File: src/rtl/dsp_pkg.sv
// Shared widths, defaults and the per-beat flag bundle for the pre-add MAC.
package dsp_pkg;

    // Default guard bits above the full product width in the accumulator.
    localparam int ACC_GUARD_DEFAULT = 4;

    // Per-beat control carried alongside the data through S1..S3.
    typedef struct packed {
        logic sub;
        logic first;
        logic last;
        logic valid;
    } beat_flags_t;

    // Pre-adder result width: one extra bit so a +/- b can never overflow.
    function automatic int preadd_w(input int w);
        return w + 1;
    endfunction

    // Full product width of a (w+1) x w signed multiply.
    function automatic int prod_w(input int w);
        return 2 * w + 1;
    endfunction

endpackage

File: src/rtl/dsp_preadd_mul.sv
// Registered inputs, pre-adder and multiplier (S1..S3) sharing one stall enable.
// Shaped to map onto a single DSP slice (A/B/C input regs, pre-add reg, M reg).
module dsp_preadd_mul
    import dsp_pkg::*;
#(
    parameter int VALUE_WIDTH = 16
) (
    input  logic                                  clk,
    input  logic                                  rst,
    input  logic                                  en,
    input  logic                                  valid,
    input  logic                                  sub,
    input  logic                                  first,
    input  logic                                  last,
    input  logic signed [VALUE_WIDTH-1:0]         a,
    input  logic signed [VALUE_WIDTH-1:0]         b,
    input  logic signed [VALUE_WIDTH-1:0]         c,
    output logic signed [prod_w(VALUE_WIDTH)-1:0] prod,
    output beat_flags_t                           flags
);

    localparam int PW = preadd_w(VALUE_WIDTH);
    localparam int MW = prod_w(VALUE_WIDTH);

    // Sign-extend both operands before adding so the sum always fits.
    function automatic logic signed [PW-1:0] preadd(
        input logic signed [VALUE_WIDTH-1:0] x,
        input logic signed [VALUE_WIDTH-1:0] y,
        input logic                          s
    );
        logic signed [PW-1:0] xe;
        logic signed [PW-1:0] ye;
        xe = x;
        ye = y;
        return s ? (xe - ye) : (xe + ye);
    endfunction

    // Widen both factors to the product width so no bits are lost.
    function automatic logic signed [MW-1:0] mul_full(
        input logic signed [PW-1:0]          p,
        input logic signed [VALUE_WIDTH-1:0] m
    );
        logic signed [MW-1:0] pe;
        logic signed [MW-1:0] me;
        pe = p;
        me = m;
        return pe * me;
    endfunction

    logic signed [VALUE_WIDTH-1:0] a_p0;
    logic signed [VALUE_WIDTH-1:0] b_p0;
    logic signed [VALUE_WIDTH-1:0] c_p0;
    logic signed [VALUE_WIDTH-1:0] c_p1;
    logic signed [PW-1:0]          pre_p1;
    logic signed [MW-1:0]          prod_p2;
    beat_flags_t                   flags_p0;
    beat_flags_t                   flags_p1;
    beat_flags_t                   flags_p2;

    // Flag bundle (including valid) walks down the pipe; reset clears it.
    always_ff @(posedge clk) begin
        if (rst) begin
            flags_p0 <= '0;
            flags_p1 <= '0;
            flags_p2 <= '0;
        end else if (en) begin
            flags_p0.sub   <= sub;
            flags_p0.first <= first;
            flags_p0.last  <= last;
            flags_p0.valid <= valid;
            flags_p1       <= flags_p0;
            flags_p2       <= flags_p1;
        end
    end

    // Datapath registers; contents only matter when the matching valid is set.
    always_ff @(posedge clk) begin
        if (en) begin
            // S1: input registers
            a_p0    <= a;
            b_p0    <= b;
            c_p0    <= c;
            // S2: pre-add
            pre_p1  <= preadd(a_p0, b_p0, flags_p0.sub);
            c_p1    <= c_p0;
            // S3: multiply
            prod_p2 <= mul_full(pre_p1, c_p1);
        end
    end

    assign prod  = prod_p2;
    assign flags = flags_p2;

endmodule

File: src/rtl/dsp_preadd_mac.sv
// Pipelined pre-add / multiply-accumulate: sums (a +/- b) * c over a framed
// group of beats and emits the sum and term count on the closing beat.
module dsp_preadd_mac
    import dsp_pkg::*;
#(
    parameter int VALUE_WIDTH = 16,
    parameter int ACC_GUARD   = ACC_GUARD_DEFAULT,
    parameter int ACC_WIDTH   = 2 * VALUE_WIDTH + 1 + ACC_GUARD,
    parameter int CNT_WIDTH   = 8
) (
    input  logic                          i_clk,
    input  logic                          i_rst,
    input  logic                          i_valid,
    output logic                          o_ready,
    input  logic signed [VALUE_WIDTH-1:0] i_preadd_a,
    input  logic signed [VALUE_WIDTH-1:0] i_preadd_b,
    input  logic signed [VALUE_WIDTH-1:0] i_mul,
    input  logic                          i_sub,
    input  logic                          i_first,
    input  logic                          i_last,
    output logic                          o_valid,
    input  logic                          i_ready,
    output logic signed [ACC_WIDTH-1:0]   o_out,
    output logic [CNT_WIDTH-1:0]          o_count
);

    localparam int MW = prod_w(VALUE_WIDTH);

    // Sign-extend the product to accumulator width.
    function automatic logic signed [ACC_WIDTH-1:0] sext_prod(
        input logic signed [MW-1:0] p
    );
        logic signed [ACC_WIDTH-1:0] r;
        r = p;
        return r;
    endfunction

    logic                        en;
    logic signed [MW-1:0]        prod_p2;
    beat_flags_t                 flags_p2;
    logic signed [ACC_WIDTH-1:0] acc_p3;
    logic signed [ACC_WIDTH-1:0] acc_nxt;
    logic [CNT_WIDTH-1:0]        cnt_p3;
    logic [CNT_WIDTH-1:0]        cnt_nxt;
    logic                        in_group;

    // A pending result that downstream refuses freezes the whole pipe.
    assign en      = !(o_valid && !i_ready);
    assign o_ready = en;

    dsp_preadd_mul #(
        .VALUE_WIDTH(VALUE_WIDTH)
    ) u_preadd_mul (
        .clk  (i_clk),
        .rst  (i_rst),
        .en   (en),
        .valid(i_valid),
        .sub  (i_sub),
        .first(i_first),
        .last (i_last),
        .a    (i_preadd_a),
        .b    (i_preadd_b),
        .c    (i_mul),
        .prod (prod_p2),
        .flags(flags_p2)
    );

    // Next accumulator/count: restart on first or when no group is open.
    always_comb begin
        acc_nxt = acc_p3 + sext_prod(prod_p2);
        cnt_nxt = cnt_p3 + CNT_WIDTH'(1);
        if (flags_p2.first || !in_group) begin
            acc_nxt = sext_prod(prod_p2);
            cnt_nxt = CNT_WIDTH'(1);
        end
    end

    // S4: accumulate valid beats, publish on last, hold output while stalled.
    always_ff @(posedge i_clk) begin
        if (i_rst) begin
            acc_p3   <= '0;
            cnt_p3   <= '0;
            in_group <= 1'b0;
            o_valid  <= 1'b0;
            o_out    <= '0;
            o_count  <= '0;
        end else if (en) begin
            o_valid <= 1'b0;
            if (flags_p2.valid) begin
                acc_p3   <= acc_nxt;
                cnt_p3   <= cnt_nxt;
                in_group <= !flags_p2.last;
                if (flags_p2.last) begin
                    o_out   <= acc_nxt;
                    o_count <= cnt_nxt;
                    o_valid <= 1'b1;
                end
            end
        end
    end

endmodule

File: config.mk
export PLATFORM = sky130hd
export DESIGN_NAME = dsp_preadd_mac
export DESIGN_NICKNAME = d
export VERILOG_FILES = /design/src/rtl/dsp_pkg.sv /design/src/rtl/dsp_preadd_mul.sv /design/src/rtl/dsp_preadd_mac.sv
export SDC_FILE = /design/constraint.sdc
export NUM_CORES = 1
export LEC_CHECK = 0
export CAP_MARGIN = 20
export CORE_MARGIN = 3
export CORE_UTILIZATION = 45
export CTS_CLUSTER_SIZE = 12
export DETAILED_ROUTE_END_ITERATION = 7
export GPL_TIMING_DRIVEN = 0
export HOLD_SLACK_MARGIN = 0.08
export SYNTH_ARGS = -nofsm -noshare
export SYNTH_HDL_FRONTEND = slang
export SYNTH_SLANG_ARGS = --single-unit
File: constraint.sdc
create_clock -name i_clk -period 15.2 [get_ports i_clk]
set_input_delay 2.28 -clock i_clk [delete_from_list [all_inputs] [get_ports i_clk]]
set_output_delay 2.28 -clock i_clk [all_outputs]
set_load 0.1 [all_outputs]
# ---- Word-level counts from Yosys, hierarchy flattened
# Index checks and enable logic that the tools add are counted.
dict set report word_totals {
  regBits 216
  input_bits 55
  elab_cells 41
}
dict set report classes {
  addsub 4
  mul 1
  mux 5
  bitwise 1
  n_reduce_logical 8
}
# op n
set op_table {}
lappend op_table {{37-bit by 33-bit adder with 37-bit output} 1}
lappend op_table {{37-bit 2-to-1 mux} 1}
lappend op_table {{17-bit by 16-bit multiplier with 33-bit output} 1}
lappend op_table {{16-bit by 16-bit adder with 17-bit output} 1}
lappend op_table {{17-bit 2-to-1 mux} 1}
lappend op_table {{16-bit by 16-bit subtractor with 17-bit output} 1}
lappend op_table {{8-bit by 1-bit adder with 8-bit output (second input constant)} 1}
lappend op_table {{8-bit 2-to-1 mux} 1}
lappend op_table {{1-bit zero test} 4}
lappend op_table {{3-bit AND reduction} 1}
lappend op_table {{1-bit 2-to-1 mux} 2}
lappend op_table {{2-bit AND reduction} 1}
lappend op_table {{1-bit logical AND} 1}
lappend op_table {{1-bit logical OR} 1}
lappend op_table {{1-bit inverter} 1}

# ---- Logic depth before layout (Yosys ltp)
# Gate-level depths: netlist (run 1).
dict set report logic_depth {
  ltp_word 4
  mapped_depth 24
  mapped_depth_nobuf 23
}

# ---- Hierarchy
# Synthesis (run 1) repeated with hierarchy kept, for this count alone.
dict set report hier_totals {
  cells_unflattened 2165
  area_unflattened_um2 20925.1
}
# mod n_inst cells_each area_each_um2 seq_area_each_um2
set modules_own_cells {}
lappend modules_own_cells {dsp_preadd_mul 1 1473 15325.9 3663.5}
lappend modules_own_cells {dsp_preadd_mac 1 692 5599.1 1841.8}

# ---- Worst setup path before layout (run 1)
# No wires, ideal clock.
dict set report synth_timing {
  path_type {input-to-output}
  start {in i_ready}
  end {out o_ready}
  t_arrival_ns 6.503
  required_ns 12.920
  setup_slack_ns 6.417
  cell_stages 3
  cell_sequence {nor2b_1 > inv_1 > clkbuf_1}
}
dict set report synth_between {
  elab_chain_cells 3
}
# item line
set synth_lines {}
lappend synth_lines {{from (decl)} dsp_preadd_mac.sv:22} ;# input logic i_ready,
lappend synth_lines {{1-bit zero test} dsp_preadd_mac.sv:48} ;# assign en = !(o_valid && !i_ready);
lappend synth_lines {{1-bit logical AND} dsp_preadd_mac.sv:48}
lappend synth_lines {{1-bit zero test} dsp_preadd_mac.sv:48}
lappend synth_lines {{to (decl)} dsp_preadd_mac.sv:14} ;# output logic o_ready,
# No other way between the ends.

# ---- Final worst setup path (run 1)
dict set report layout_timing {
  start {reg u_preadd_mul.c_p1[8]}
  end {reg u_preadd_mul.prod_p2[31], in the netlist u_preadd_mul.prod[31], data pin}
}
dict set report layout_between {
  elab_chain_cells 1
}
# item line
set layout_lines {}
lappend layout_lines {{from (decl)} dsp_preadd_mul.sv:53} ;# logic signed [VALUE_WIDTH-1:0] c_p1;
lappend layout_lines {{from (signal assigned)} dsp_preadd_mul.sv:85} ;# c_p1 <= c_p0;
lappend layout_lines {{17-bit by 16-bit multiplier with 33-bit output} dsp_preadd_mul.sv:47} ;# return pe * me;
lappend layout_lines {{to (signal assigned)} dsp_preadd_mul.sv:87} ;# prod_p2 <= mul_full(pre_p1, c_p1);
lappend layout_lines {{to (decl)} dsp_preadd_mul.sv:55} ;# logic signed [MW-1:0] prod_p2;
# No other way between the ends.
# A chain may end at the register's enable or synchronous reset.

==> results.json, run 1 <==
{
  "synth-seq-area-share_pct": 26.6,
  "synth_top_area_share_pct": 27.1,
  "critPathBufInv": 5,
  "cp.depth": 22,
  "ctsRootBufferMaster": "clkbuf_16",
  "dieHeight_um": 220,
  "maxCapViolations": 0,
  "setup_viol": 0,
  "max_stage_delay_ns": 0.61,
  "timing.fmax_mhz": 130,
  "postCtsSetupRepairBufs": 0,
  "drive_gt1_share_pct": 2.63,
  "cts_tree": "built",
  "ctsResizeCount": 0,
  "core_mm2": 0.0447,
  "ys_seq_elements": 216,
  "fin_hold_ws_ns": 0.415,
  "post_dp_cell_area_mm2": 0.0223,
  "path_max_fanout": 10,
  "critPathKind": "reg -> reg",
  "track_usage_pct": 21.3,
  "ant_nets": 0,
  "start_kind": "flop",
  "outcome": "finished, final reports clean",
  "worst_slew_pin_slew_ns": 0.972,
  "synth.area.top_cells": "fa_1, edfxtp_1, dfxtp_1",
  "nets": 2735,
  "vias": 14900,
  "overflow": 0,
  "final_cell_mix": "inv_1, fa_1, nand2_1",
  "grt_pass1_vias": 15500,
  "clk_latency_ns": 0.55,
  "diodes": 0,
  "mostFrequentLayoutCell": "inv_1",
  "antenna_found_initial": 0,
  "yosysUniqueCellTypes": 71,
  "ios": 102,
  "area_delta_synth_final_pct": 12.5,
  "die_x_um": 220,
  "cp_slowest_cell": "a2111oi_0",
  "crit_chain": "clkbuf_1 -> clkbuf_1 -> nand2_1 -> fa_1 -> inv_1 -> fa_1 -> fa_1 -> fa_1 -> fa_1 -> inv_1 -> fa_1 -> inv_1 -> ha_1 -> a211oi_1 -> o21ai_0 -> a2111oi_0 -> nor2_1 -> a2111oi_0 -> or3_1 -> a31oi_1 -> mux2i_1 -> o2111ai_1",
  "required_ns": 15.47,
  "drv_slew": 0,
  "first_pass_iters": 7,
  "postCtsHoldBufs": 0,
  "min_period_ns": 7.71,
  "num_rows": 77,
  "synth_area_leader_cell": "fa_1",
  "ys.flop_type": "edfxtp_1",
  "rsz0062_at_grt": "false",
  "r2r_slack_ns": 7.49,
  "port_buffers": 100,
  "period_share_pct": 50.7,
  "slew_headroom_pct": 35.0,
  "min_from": "u_preadd_mul.c_p0[15]$_DFFE_PN_",
  "drt_wl_total_um": 50200,
  "synth_cells": 2136,
  "die_area_mm2": 0.0483,
  "cpLargestDelayFamily": "adder cells",
  "ys_warn_count": 0,
  "ys_async_sr_fraction_pct": 0,
  "min_to": "u_preadd_mul.c_p1[15]$_DFFE_PN_",
  "worstPathArrival_ns": 7.98,
  "path_clk_slew_ns": 0.06,
  "grt_pass1_wl_um": 81100,
  "routabilityCongestion": 0.943,
  "final_area_mm2": 0.0231,
  "hold_viol_final": 0,
  "dp_hpwl_um": 41300,
  "vias_per_cell": 5.18,
  "hold_path.class": "reg -> reg",
  "crit_path_frequent_cell": "fa_1",
  "clockBufferDepth": 3,
  "syn_area_mm2": 0.0206,
  "ff2ff_path_depth": 22,
  "drcViolationCount": 0,
  "grt_max_degree": 68,
  "syn_avg_cell_area_um2": 9.62,
  "wl_per_cell_um": 17.5,
  "htree_levels": 1,
  "cts_sinks": 216,
  "syn_nets": 2607,
  "tns_ns": 0,
  "min_delay_path_depth": 0,
  "synth_edf_count": 114,
  "drt_first_iter_violations": 920,
  "r2r-end": "u_preadd_mul.prod[31]$_DFFE_PN_",
  "start_util_pct": 46.0,
  "endpoint_kind": "flop",
  "fin_skew_ns": 0.0199,
  "numCtsBuffers": 25,
  "r2r_start": "u_preadd_mul.c_p1[8]$_DFFE_PN_"
}
-- worst register-to-register path, cell delays in order, from the launching register on --
cell,delay [ns]
edfxtp_1,0.33
clkbuf_1,0.46
clkbuf_1,0.48
nand2_1,0.16
fa_1,0.53
inv_1,0.05
fa_1,0.51
fa_1,0.58
fa_1,0.43
fa_1,0.49
inv_1,0.05
fa_1,0.47
inv_1,0.04
ha_1,0.33
a211oi_1,0.33
o21ai_0,0.20
a2111oi_0,0.44
nor2_1,0.22
a2111oi_0,0.61
or3_1,0.26
a31oi_1,0.14
mux2i_1,0.17
o2111ai_1,0.15
-- metrics by stage --
step / util, % / setup WS (ns) / instances
after floorplan: - / 6.42 / 2136
final: 51.7 / 7.49 / 2872
after detailed placement: 49.9 / 7.51 / 2829
after CTS: 51.7 / 7.45 / 2872
after global routing: 51.7 / 7.03 / 2872
after global placement: 49.9 / 3.46 / 2828
-- layer usage --
| layer | track usage [%] | share of wire [%] | wire [µm] | up-vias |
|---|---|---|---|---|
| met5 | 0 | 0 | 0 | - |
| met2 | 37.1 | 48 | 24100 | 320 |
| met3 | 2.68 | 4.2 | 2090 | 87 |
| met1 | 27.9 | 45 | 22400 | 7277 |
| li1 | - | - | - | 7188 |
| met4 | 6.22 | 3.3 | 1630 | 0 |
-- state kept, by name, indices dropped and copies added (netlist names), 4 cells and up --
register,count
u_preadd_mul.c_p1,16
o_count,8
acc_p3,37
cnt_p3,8
u_preadd_mul.a_p0,16
o_out,37
u_preadd_mul.pre_p1,17
u_preadd_mul.prod,33
u_preadd_mul.c_p0,16
u_preadd_mul.flags_p0,4
u_preadd_mul.b_p0,16
-- layout make-up --
cell class / count / area, µm²
Timing Repair Buffer: 101 / 1030
Sequential cell: 216 / 5470
Inverter: 346 / 1300
Buffer: 84 / 324
Multi-Input combinational cell: 1490 / 13500
Tap cell: 592 / 741
Clock buffer: 33 / 676
Fill cell: 4187 / 21600
Clock inverter: 10 / 123
-- worst max path at each step --
stage                                               from                              end  slack (ns)
after floorplan                                  i_ready                          o_ready        6.42
after global placement                           i_ready                          o_ready        3.46
after detailed placement  u_preadd_mul.c_p1[8]$_DFFE_PN_  u_preadd_mul.prod[31]$_DFFE_PN_        7.51
after CTS                 u_preadd_mul.c_p1[8]$_DFFE_PN_  u_preadd_mul.prod[31]$_DFFE_PN_        7.45
after global routing      u_preadd_mul.c_p1[8]$_DFFE_PN_  u_preadd_mul.prod[31]$_DFFE_PN_        7.03
final                     u_preadd_mul.c_p1[8]$_DFFE_PN_  u_preadd_mul.prod[31]$_DFFE_PN_        7.49
-- cells by family (layout without fill, tap and decap cells) --
logic type / count (synthesis) / in the layout / share of synthesized area, %
AOI/OAI and AO/OA: 352 / 352 / 11.4
buffers and inverters: 430 / 574 / 7.88
and+or+nand+nor: 618 / 618 / 14.1
adders and majority gates: 416 / 416 / 35.5
xor gates and xnor gates: 93 / 93 / 3.96
DFF: 216 / 216 / 26.6
muxes: 11 / 11 / 0.542
-- cells in the mapped netlist (all sizes together) (3+ instances only) --
library cell	count
o21a	8
o211ai	8
o31ai	3
nand3	25
a21o	27
mux2i	10
xnor2	70
nand2b	16
buf	9
nor4	4
or3	8
a211o	5
or2	3
o221ai	3
inv	346
nor3b	3
a22o	13
a221oi	4
clkbuf	75
or4	3
and3	13
o21bai	7
a211oi	40
ha	138
a21oi	106
fa	278
edfxtp	114
nor2b	10
o2111ai	4
nand2	247
a21boi	3
nand4	9
a32o	3
and2	129
a31o	4
a31oi	13
a2111oi	6
nor3	20
dfxtp	102
nor2	123
xor2	23
o21ai	78
Power of run 1 is not shown: default switching activity piles up to over one toggle a cycle in this logic, so the estimate is an artifact.
==> run 2, diff against run 1 <==
==> constraint.sdc (replaced) <==
create_clock -name i_clk -period 6.59 [get_ports i_clk]
set_input_delay 0.9885 -clock i_clk [delete_from_list [all_inputs] [get_ports i_clk]]
set_output_delay 0.9885 -clock i_clk [all_outputs]
set_load 0.1 [all_outputs]
==> run 2 against run 1 <==
Against the previous run: die area is the same; setup slack lost 7.4 ns; clock skew grew 0.00059 ns; critical path depth grew 1; largest cell class unchanged; highest routed layer unchanged.
==> results.json, run 2 (same netlist as run 1, synthesis figures left out) <==
{
  "die_x_um": 220,
  "final_area_mm2": 0.0240,
  "antenna_found_initial": 0,
  "outcome": "finished, final reports clean",
  "top_layer_used": "met4",
  "crit_chain": "buf_8 -> buf_12 -> and2_4 -> fa_1 -> inv_2 -> fa_1 -> fa_2 -> inv_2 -> fa_2 -> fa_1 -> inv_1 -> fa_1 -> inv_2 -> ha_4 -> o21ai_0 -> o21ai_1 -> nor4_1 -> o21ai_1 -> a31oi_2 -> a21oi_2 -> a211o_1 -> a21oi_1 -> xnor2_1",
  "dieHeight_um": 220,
  "num_rows": 77,
  "crit_path_frequent_cell": "fa_1",
  "ctsRootBufferMaster": "clkbuf_16",
  "hold_path.class": "reg -> reg",
  "min_to": "u_preadd_mul.c_p1[15]$_DFFE_PN_",
  "drt_first_iter_violations": 845,
  "port_buffers": 100,
  "htree_levels": 1,
  "fin_hold_ws_ns": 0.417,
  "overflow": 0,
  "period_share_pct": 98.3,
  "post_dp_cell_area_mm2": 0.0223,
  "ios": 102,
  "track_usage_pct": 21.9,
  "start_kind": "flop",
  "first_pass_iters": 5,
  "area_delta_synth_final_pct": 16.9,
  "clk_latency_ns": 0.56,
  "seq_area_mm2": 0.00547,
  "mostFrequentLayoutCell": "inv_1",
  "dr_wl_met3_um": 2330,
  "fill_cells": 4078,
  "path_max_fanout": 5,
  "critPathKind": "reg -> reg",
  "cp_slowest_cell": "fa_1",
  "drv_slew": 0,
  "r2r_start": "u_preadd_mul.c_p1[4]$_DFFE_PN_",
  "start_util_pct": 46.0,
  "ant_nets": 0,
  "numCtsBuffers": 25,
  "routed-wl-met2_um": 24800,
  "critPathBufInv": 6,
  "wl_per_cell_um": 17.8,
  "drt_wl_total_um": 52100,
  "cts_tree": "built",
  "min_delay_path_depth": 0,
  "drive_gt1_share_pct": 8.64,
  "r2r-end": "u_preadd_mul.prod[32]$_DFFE_PN_",
  "path_clk_slew_ns": 0.06,
  "grt_pass1_vias": 15700,
  "ff2ff_path_depth": 23,
  "core_mm2": 0.0447,
  "cp.depth": 23,
  "min_period_ns": 6.48,
  "min_from": "u_preadd_mul.c_p0[15]$_DFFE_PN_",
  "diodes": 0,
  "maxCapViolations": 0,
  "timing.fmax_mhz": 154,
  "grt_pass1_wl_um": 83000,
  "nets": 2793,
  "max_stage_delay_ns": 0.55,
  "slew_headroom_pct": 35.0,
  "hold_viol_final": 0,
  "setup_viol": 0,
  "dp_hpwl_um": 41300,
  "grt_max_degree": 68,
  "cts_sinks": 216,
  "worst_slew_pin_slew_ns": 0.972,
  "fin_skew_ns": 0.0205,
  "multiInputGateArea_mm2": 0.0138,
  "met1Wirelength_um": 22600,
  "required_ns": 6.85,
  "die_area_mm2": 0.0483,
  "vias": 15200,
  "endpoint_kind": "flop",
  "drcViolationCount": 0,
  "vias_per_cell": 5.19,
  "worstPathArrival_ns": 6.74,
  "postLayoutCoreUtil_pct": 53.7,
  "routabilityCongestion": 0.943,
  "r2r_slack_ns": 0.11,
  "postCtsHoldBufs": 0,
  "cpLargestDelayFamily": "adder cells",
  "clockBufferDepth": 3,
  "rsz0062_at_grt": "true",
  "final_cell_mix": "inv_1, fa_1, nand2_1"
}
-- run 2: layer usage --
| layer | vias to the layer above | global-route usage (%) |
|---|---|---|
| met2 | 387 | 38.0 |
| met5 | - | 0 |
| li1 | 7305 | - |
| met1 | 7398 | 28.4 |
| met4 | 0 | 7.86 |
| met3 | 112 | 2.43 |
-- run 2: how the worst max path moves through the flow --
stage | slack, ns | end | start
6_report | 0.11 | u_preadd_mul.prod[32]$_DFFE_PN_ | u_preadd_mul.c_p1[4]$_DFFE_PN_
4_1_cts | 0.02 | u_preadd_mul.prod[32]$_DFFE_PN_ | u_preadd_mul.c_p1[2]$_DFFE_PN_
2_1_floorplan | 0.17 | u_preadd_mul.prod[31]$_DFFE_PN_ | u_preadd_mul.c_p1[8]$_DFFE_PN_
3_5_place_dp | -1.10 | u_preadd_mul.prod[31]$_DFFE_PN_ | u_preadd_mul.c_p1[8]$_DFFE_PN_
3_3_place_gp | -2.57 | o_ready | i_ready
5_1_grt | -0.14 | u_preadd_mul.prod[31]$_DFFE_PN_ | u_preadd_mul.c_p1[1]$_DFFE_PN_
-- run 2: stage by stage --
stage / worst slack (ns) / std cells / TNS, ns
4_1_cts: 0.0184 / 2899 / 0
5_1_grt: -0.136 / 2930 / -0.222
3_3_place_gp: -2.57 / 2828 / -46.41
3_5_place_dp: -1.10 / 2829 / -5.98
2_1_floorplan: 0.169 / 2136 / 0
6_report: 0.114 / 2930 / 0
-- run 2: area by class of cell --
type | instances | share of cell area, %
buffer | 81 | 1.75
inverter | 346 | 5.41
sequential | 216 | 22.7
timing repair buffer | 162 | 6.41
multi-input combinational | 1490 | 57.3
clock inverter | 10 | 0.510
tap | 592 | 3.08
clock buffer | 33 | 2.81
-- run 2: repair_timing --
| item | 4_1_cts | 5_1_grt |
|---|---|---|
| pin swaps | 4 | 41 |
| resized for setup | 73 | 74 |
| cloned | 0 | 1 |
| setup endpoints to repair | 12 | 5 |
| setup buffers | 30 | 30 |
-- run 2: worst register-to-register path: cells and delay by family, from the launching register on --
family | cells | cell delay, ns
flip-flops | 1 | 0.50
adder cells (fa/ha/maj) | 7 | 3.25
AO/OA/AOI/OAI | 7 | 1.40
XOR/XNOR | 1 | 0.14
buffers and inverters | 6 | 0.52
AND/OR/NAND/NOR | 2 | 0.37
Power of run 2 is left out for the same reason.
==> run 3, diff against run 2 <==
--- a/config.mk
+++ b/config.mk
@@ -6,6 +6,7 @@
 export NUM_CORES = 1
 export LEC_CHECK = 0
 export CAP_MARGIN = 20
+export CORE_ASPECT_RATIO = 0.6
 export CORE_MARGIN = 3
 export CORE_UTILIZATION = 45
 export CTS_CLUSTER_SIZE = 12
==> constraint.sdc (replaced) <==
create_clock -name i_clk -period 5.55 [get_ports i_clk]
set_input_delay 0.8325 -clock i_clk [delete_from_list [all_inputs] [get_ports i_clk]]
set_output_delay 0.8325 -clock i_clk [all_outputs]
set_load 0.1 [all_outputs]
==> run 3 against run 2 <==
Against the previous run: the run now ends with negative setup slack left; die area is 0.17% higher; register-to-register slack got worse by 1.0 ns; first-iteration DRC count increased by 43%; cell area rose by 2.7%; global-route usage up 2.9 points; setup slack lost 1.0 ns; core utilization up 2.1 points; critical path depth is 1 higher; via count up 4.2%; clock-buffer cell count increased by 5; clock skew grew 0.0021 ns; hold slack is essentially flat; largest cell class unchanged; highest routed layer unchanged.
==> results.json, run 3 (same netlist as run 1, synthesis figures left out) <==
{
  "dieHeight_um": 172,
  "postLayoutCoreUtil_pct": 55.8,
  "area_delta_synth_final_pct": 20.1,
  "seq_area_mm2": 0.00547,
  "final_cell_mix": "inv_1, fa_1, nand2_1",
  "hold_path.class": "reg -> reg",
  "dp_hpwl_um": 45500,
  "drv_slew": 0,
  "antenna_found_initial": 1,
  "overflow": 0,
  "numCtsBuffers": 25,
  "setup_viol": 19,
  "crit_chain": "buf_6 -> clkbuf_8 -> buf_4 -> nand2_1 -> fa_1 -> fa_1 -> fa_1 -> inv_1 -> fa_1 -> fa_1 -> inv_1 -> fa_1 -> inv_2 -> ha_4 -> a211oi_4 -> buf_4 -> o211ai_1 -> o211ai_1 -> nor2_4 -> a2111oi_4 -> or3_4 -> a31oi_4 -> mux2i_1 -> o2111ai_2",
  "timing.fmax_mhz": 155,
  "endpoint_kind": "flop",
  "min_period_ns": 6.44,
  "drcViolationCount": 0,
  "htree_levels": 1,
  "required_ns": 5.84,
  "worst_slew_pin_slew_ns": 0.993,
  "port_buffers": 100,
  "fin_ws_ns": -0.893,
  "routabilityCongestion": 0.910,
  "cts_tree": "built",
  "track_usage_pct": 24.8,
  "vias": 15800,
  "nets": 2827,
  "ant_nets": 0,
  "violations": "negative setup slack",
  "period_share_pct": 116,
  "tns_ns": -8.96,
  "start_util_pct": 46.5,
  "max_stage_delay_ns": 0.54,
  "maxCapViolations": 0,
  "rsz0062_at_grt": "true",
  "drt_first_iter_violations": 1208,
  "grt_pass1_vias": 16100,
  "fin_skew_ns": 0.0226,
  "worstPathArrival_ns": 6.73,
  "wl_per_cell_um": 19.7,
  "postCtsHoldBufs": 0,
  "clockBufferDepth": 3,
  "multiInputGateArea_mm2": 0.0140,
  "critPathKind": "reg -> reg",
  "drt_wl_total_um": 58300,
  "cts_sinks": 216,
  "die_x_um": 282,
  "path_clk_slew_ns": 0.06,
  "num_rows": 59,
  "fill_cells": 3933,
  "slew_headroom_pct": 33.6,
  "ctsRootBufferMaster": "clkbuf_16",
  "hold_viol_final": 0,
  "start_kind": "flop",
  "ios": 102,
  "core_mm2": 0.0442,
  "drive_gt1_share_pct": 11.9,
  "outcome": "finished with violations",
  "die_area_mm2": 0.0484,
  "first_pass_iters": 7,
  "grt_max_degree": 116,
  "grt_pass1_wl_um": 91500,
  "mostFrequentLayoutCell": "inv_1",
  "path_max_fanout": 5,
  "crit_path_frequent_cell": "fa_1",
  "clk_latency_ns": 0.56,
  "vias_per_cell": 5.36,
  "cp_slowest_cell": "fa_1"
}
-- run 3: timing repair --
item / 4_1_cts / 5_1_grt
endpoints found under the setup margin: 22 / 20
setup buffers: 68 / 29
pin swaps: 31 / 52
gates resized for setup: 84 / 70
-- run 3: metal layers --
metal  GRT usage (%)  part of all wire, %  vias to the layer above  wire, µm
li1                -                    -                     7375         -
met4            3.52                  1.3                        0       770
met2            34.8                   39                      536     23000
met1            38.9                   50                     7883     29000
met3            6.66                  9.5                       51      5560
met5               0                    0                        -         0
-- run 3: stage by stage --
stage / std cells / setup slack, ns / hold slack [ns] / area (µm²)
6_report: 2955 / -0.893 / 0.417 / 24700
5_1_grt: 2954 / -1.10 / 0.428 / 24700
4_1_cts: 2930 / -0.954 / 0.414 / 24300
3_5_place_dp: 2816 / -1.53 / 0.405 / 22700
3_3_place_gp: 2815 / -1.49 / 0.405 / 22600
2_1_floorplan: 2136 / -0.343 / 0.400 / 20900
-- run 3: layout make-up --
cell class | count | area share, %
antenna | 1 | 0.0101
inverter | 346 | 5.26
buffer | 83 | 2.30
clock buffer | 38 | 2.90
tap | 579 | 2.93
timing repair buffer | 194 | 7.48
sequential | 216 | 22.1
clock inverter | 8 | 0.279
multi-input combinational | 1490 | 56.7
-- run 3: path summary, 6_finish.rpt --
path                                                   endpoint  slack [ns]                              start  cells past startpoint
worst max-delay path            u_preadd_mul.prod[31]$_DFFE_PN_       -0.89  u_preadd_mul.pre_p1[13]$_DFFE_PN_                     24
worst min register to register   u_preadd_mul.c_p1[7]$_DFFE_PN_        0.42     u_preadd_mul.c_p0[7]$_DFFE_PN_                      0
worst max register to register  u_preadd_mul.prod[31]$_DFFE_PN_       -0.89  u_preadd_mul.pre_p1[13]$_DFFE_PN_                     24
worst min-delay path             u_preadd_mul.c_p1[7]$_DFFE_PN_        0.42     u_preadd_mul.c_p0[7]$_DFFE_PN_                      0
-- run 3: worst max-delay path, delay by kind of cell (launching register included) --
family,cells,cell delay [ns]
AOI/OAI and AO/OA,6,0.88
adders and majority gates,7,3.12
buffers and inverters,7,0.77
DFF,1,0.46
muxes,1,0.24
and+or+nand+nor,3,0.69
Power of run 3 is left out for the same reason.
